===== src/rtl/issue_scoreboard.sv =====
// Issue scoreboard: holds decoded instructions until their registers are
// hazard-free, caps in-flight work and serialises branches, FENCE and faults.
module issue_scoreboard #(
  parameter int MAX_INFLIGHT = 4,
  localparam int CW = $clog2(MAX_INFLIGHT + 1)
) (
  input  logic          clk,
  input  logic          rst,
  input  logic          dec_valid,
  output logic          dec_ready,
  input  logic [31:0]   dec_active_reg,
  input  logic [4:0]    dec_rd,
  input  logic [1:0]    dec_wb_op,
  input  logic [1:0]    dec_jmp_op,
  input  logic          dec_fault,
  input  logic          dec_fence,
  output logic          issue_valid,
  input  logic          retire_valid,
  input  logic          retire_wr,
  input  logic [4:0]    retire_rd,
  input  logic          redirect_valid,
  output logic [31:0]   busy_mask,
  output logic [CW-1:0] inflight,
  output logic [1:0]    state,
  output logic          fault_out,
  output logic          proto_err
);

  localparam logic [1:0] S_RUN     = 2'd0;
  localparam logic [1:0] S_WAIT_BR = 2'd1;
  localparam logic [1:0] S_FENCE   = 2'd2;
  localparam logic [1:0] S_HALT    = 2'd3;

  localparam logic [31:0] X0_MASK = 32'hFFFF_FFFE;

  logic [31:0]   rmask;
  logic [31:0]   busy_eff;
  logic [31:0]   set_mask;
  logic          ret_dec;
  logic [CW-1:0] inf_eff;
  logic          hazard;
  logic          cap_ok;
  logic          drained;
  logic [1:0]    state_nxt;

  // Retires this cycle are visible to the hazard and cap checks (bypass).
  assign rmask = (retire_valid && retire_wr && retire_rd != 5'd0)
               ? (32'd1 << retire_rd) : 32'd0;
  assign busy_eff = busy_mask & ~rmask;
  assign ret_dec  = retire_valid && (inflight != '0);
  assign inf_eff  = inflight - CW'(ret_dec);
  assign hazard   = |(dec_active_reg & busy_eff & X0_MASK);
  assign cap_ok   = inf_eff < CW'(MAX_INFLIGHT);
  assign drained  = (inf_eff == '0) && (busy_eff == 32'd0);

  assign set_mask = (issue_valid && dec_wb_op != 2'd0 && dec_rd != 5'd0)
                  ? (32'd1 << dec_rd) : 32'd0;

  // Handshake and next-state decode; fault outranks fence and jump.
  always_comb begin
    dec_ready   = 1'b0;
    issue_valid = 1'b0;
    state_nxt   = state;
    unique case (state)
      S_RUN: begin
        if (dec_valid && dec_fault) begin
          state_nxt = S_HALT;
        end else if (dec_valid && dec_fence) begin
          state_nxt = S_FENCE;
        end else begin
          dec_ready   = !hazard && cap_ok;
          issue_valid = dec_valid && dec_ready;
          if (issue_valid && dec_jmp_op != 2'd0)
            state_nxt = S_WAIT_BR;
        end
      end
      S_WAIT_BR: begin
        if (redirect_valid)
          state_nxt = S_RUN;
      end
      S_FENCE: begin
        dec_ready = drained;
        if (drained && dec_valid)
          state_nxt = S_RUN;
      end
      S_HALT: begin
        state_nxt = S_HALT;
      end
    endcase
  end

  // State, busy bits and counter; retires are processed in every state.
  always_ff @(posedge clk) begin
    if (rst) begin
      state     <= S_RUN;
      busy_mask <= 32'd0;
      inflight  <= '0;
      fault_out <= 1'b0;
      proto_err <= 1'b0;
    end else begin
      state     <= state_nxt;
      busy_mask <= (busy_eff | set_mask) & X0_MASK;
      inflight  <= inf_eff + CW'(issue_valid);
      fault_out <= (state_nxt == S_HALT);
      if (retire_valid && inflight == '0)
        proto_err <= 1'b1;
    end
  end

endmodule


===== config.mk =====
export PLATFORM = sky130hd
export DESIGN_NAME = issue_scoreboard
export DESIGN_NICKNAME = d
export VERILOG_FILES = /design/src/rtl/issue_scoreboard.sv
export SDC_FILE = /design/constraint.sdc
export NUM_CORES = 1
export LEC_CHECK = 0
export BUFFER_PORTS_ARGS = -buffer_cell sky130_fd_sc_hd__buf_2
export CORE_ASPECT_RATIO = 1.75
export CORE_UTILIZATION = 30
export CTS_CLUSTER_DIAMETER = 150
export DETAILED_ROUTE_END_ITERATION = 6
export PLACE_DENSITY = 0.55
export SETUP_SLACK_MARGIN = 0.4
export SYNTH_ARGS = -nofsm -noshare
export SYNTH_HDL_FRONTEND = slang
export SYNTH_SLANG_ARGS = --single-unit
export TNS_END_PERCENT = 100

===== constraint.sdc =====
create_clock -name clk -period 3.6 [get_ports clk]
set_clock_uncertainty 0.05 [all_clocks]
set_input_delay 0.72 -clock clk [delete_from_list [all_inputs] [get_ports clk]]
set_output_delay 0.72 -clock clk [all_outputs]
set_load 0.05 [all_outputs]

==> metrics.yaml <==
critical_path:
  cp_slowest_cell: "nor4_4"
  critPathKind: "in -> out"
  arrival_ps: 2640
  crit_chain: "buf_2, nand4b_1, buf_6, o211ai_1, o2111ai_2, nor4_4, nand3_4, nor2_4, buf_8"
  cpPeakStageDelay_ps: 390
  critPathTopFamily: "simple AND/OR/NAND/NOR gates"
  worst-path-stages: 9
  r2r-start: "inflight[1]"
  ff2ff_setup_slack_ps: 600
  worst-r2r-cell-count: 15
  path_buf_inv: 3
  critPathRequiredTime_ps: 2830
  crit_path_end_kind: "output pin"
  timing.rr.end: "inflight[1]"
  cp_max_fo: 12
  setup.worst_path.start_class: "primary input"
synth:
  ys_types: 39
  syn_inst: 237
  synthArstFlopShare_pct: 0
  avgSynthCellArea_um2: 8.80
  synthFlopType: "dfxtp_1"
  syn_nets: 295
  synth_edf_count: 0
  synthesis.area_um2: 2090
  yosysSeqAreaShare_pct: 36.5
  ys_warn_count: 0
  synth-seq-cells: 38
power:
  p_int_mw: 1.02
  power_density_nw_per_um2: 509
  p_sw_share_pct: 37.1
  ir_drop_mv: 0.248
  clkPwrFrac_pct: 27.6
  sequentialPowerShare_pct: 29.7
  leakagePower_nw: 1.38
  p_sw_uw: 600
  power_frac_comb_pct: 42.7
final_layout:
  diodes: 0
  nFillCells: 691
  area_growth_pct: 52.4
  final_common_cell: "buf_2"
  final_cell_mix: "buf_2 (87), dfxtp_1 (37), o32ai_1 (31), buf_4 (30)"
  final_nets: 412
  ff_latch_area_um2: 762
  drive_above_1_share_pct: 45.4
  multiInputGateArea_um2: 1330
global_routing:
  grt_pass1_vias: 2459
  gr-usage-all-layers_pct: 23.3
  antenna_found_initial: 0
  gr-usage-met2_pct: 41.7
  grt_max_degree: 42
  grt_pass1_wl_um: 12600
  grt-busiest-layer: "met2"
  gr-total-overflow: 0
  grt_use_met1_pct: 25.6
  grtUsageMet3_pct: 3.15
floorplanning:
  start_util_pct: 31.4
  rows: 39
  ioPinCount: 95
  die_h_um: 112
  dieArea_um2: 7300
  core_area_um2: 6640
  die_x_um: 65.0
clock_network:
  numCtsBuffers: 5
  ctsHoldBuffers: 0
  cts_sinks: 38
  cts_buffer_depth: 2
  clkTransAtPathRegs_ps: 60
  cts_tree: "done"
  clockRootBuffer: "clkbuf_16"
  cts.htree.levels: 2
  clock_latency_ps: 280
place:
  pre_cts_ws_ps: 32.8
  io_buffers: 92
  hpwl_um: 6440
  place.gp.congestion: 0.880
drt:
  drc: 0
  ant_nets: 0
  wl_um: 8450
  num_vias: 2518
  drtIter0Drc: 110
  dr.pass1.iters: 4
  routedWlPerCell_um: 19.3
  vias_per_cell: 5.76
hold_path:
  holdPathStages: 2
  min_to: "proto_err"
  hp-start: "proto_err"
  hold_path.class: "reg -> reg"
timing:
  hold_ws_ps: 427
  fmax_mhz: 293
  setup_violations: 0
  setup_ws_ps: 190
  fin_tns_setup_ps: 0
  max_slew_margin_pct: 50.9
  rsz0062_at_grt: "true"
  final.min_clock_period_ps: 3410
  finalMaxSlewViolations: 0
  worstMarginPinSlew_ps: 736
  hold_violations: 0
  fin_crit_sh_pct: 94.7
status:
  outcome: "finished clean"
job:
  cap_viol_max_count: 0
## worst max-delay path by stage
stage	endpoint	slack [ps]	from
after floorplan	issue_valid	350	retire_valid
after global placement	dec_ready	30	retire_rd[4]
after detailed placement	dec_ready	30	retire_rd[1]
after CTS	issue_valid	190	retire_valid
after global routing	issue_valid	130	retire_rd[4]
final	issue_valid	190	retire_rd[4]
## synthesized netlist by cell type (4+ instances only)
master / instances / area, µm²
nor2b_1: 5 / 31.3
o32ai_1: 31 / 272
o211ai_1: 23 / 173
o21ai_0: 29 / 145
inv_1: 14 / 52.6
o2111ai_1: 9 / 78.8
nor2_1: 11 / 41.3
clkbuf_1: 7 / 26.3
nand4_1: 8 / 50.1
nand3_1: 4 / 20.0
buf_6: 4 / 45.0
nand3b_1: 4 / 30.0
ha_1: 4 / 50.1
nand2_1: 10 / 37.5
dfxtp_1: 38 / 761
## worst min-delay path, stage by stage (launching register included)
cell and delay (ps):
dfxtp_1 330, a21oi_1 50, nor2_1 70
## area by class of cell
class | instances | share of cell area, %
multi-input combinational | 169 | 41.7
timing repair buffer | 126 | 24.8
sequential | 38 | 24.0
clock buffer | 7 | 4.49
tap | 82 | 3.23
inverter | 14 | 1.65
clock inverter | 1 | 0.157
## layer usage
layer	up-vias	wire (µm)	share of wire, %
li1	1188	-	-
met1	1195	3150	37
met2	109	4470	53
met3	26	440	5.2
met4	0	392	4.6
met5	-	0	0
## state kept, by name, summed over array words and instances (netlist names)
register	count
busy_mask	31
state	2
proto_err	1
fault_out	1
inflight	3
## power groups by stage
stage                     registers [mW]  clock network, mW  logic (mW)
after floorplan                    0.564                  0       0.310
after global placement             0.478                  0       0.524
after detailed placement           0.479                  0       0.522
after CTS                          0.480              0.452       0.635
after global routing               0.484              0.467       0.734
final                              0.480              0.446       0.690
## timing repair
| item | 4_1_cts | 5_1_grt |
|---|---|---|
| setup buffers | 7 | 8 |
| setup endpoints to repair | 2 | 2 |
| pin swaps | 8 | 6 |
| resized for setup | 20 | 17 |
## logic make-up after synthesis
logic type / after synthesis / synth area share (%)
compound gates: 102 / 35.3
flops: 38 / 36.5
other cells: 1 / 0.180
simple gates: 60 / 17.6
fa+ha+maj: 4 / 2.40
buf+inv: 30 / 7.14
xor+xnor: 2 / 0.840
## per-stage QoR
step | power [mW] | area (µm²) | utilization, % | instances
CTS | 1.57 | 3050 | 46.0 | 429
global placement | 1.00 | 2750 | 41.5 | 414
finish | 1.62 | 3180 | 47.9 | 437
floorplan | 0.874 | 2120 | - | 237
global route | 1.68 | 3180 | 47.9 | 437
detailed placement | 1.00 | 2750 | 41.5 | 414
(Power assumes the default switching activity.)
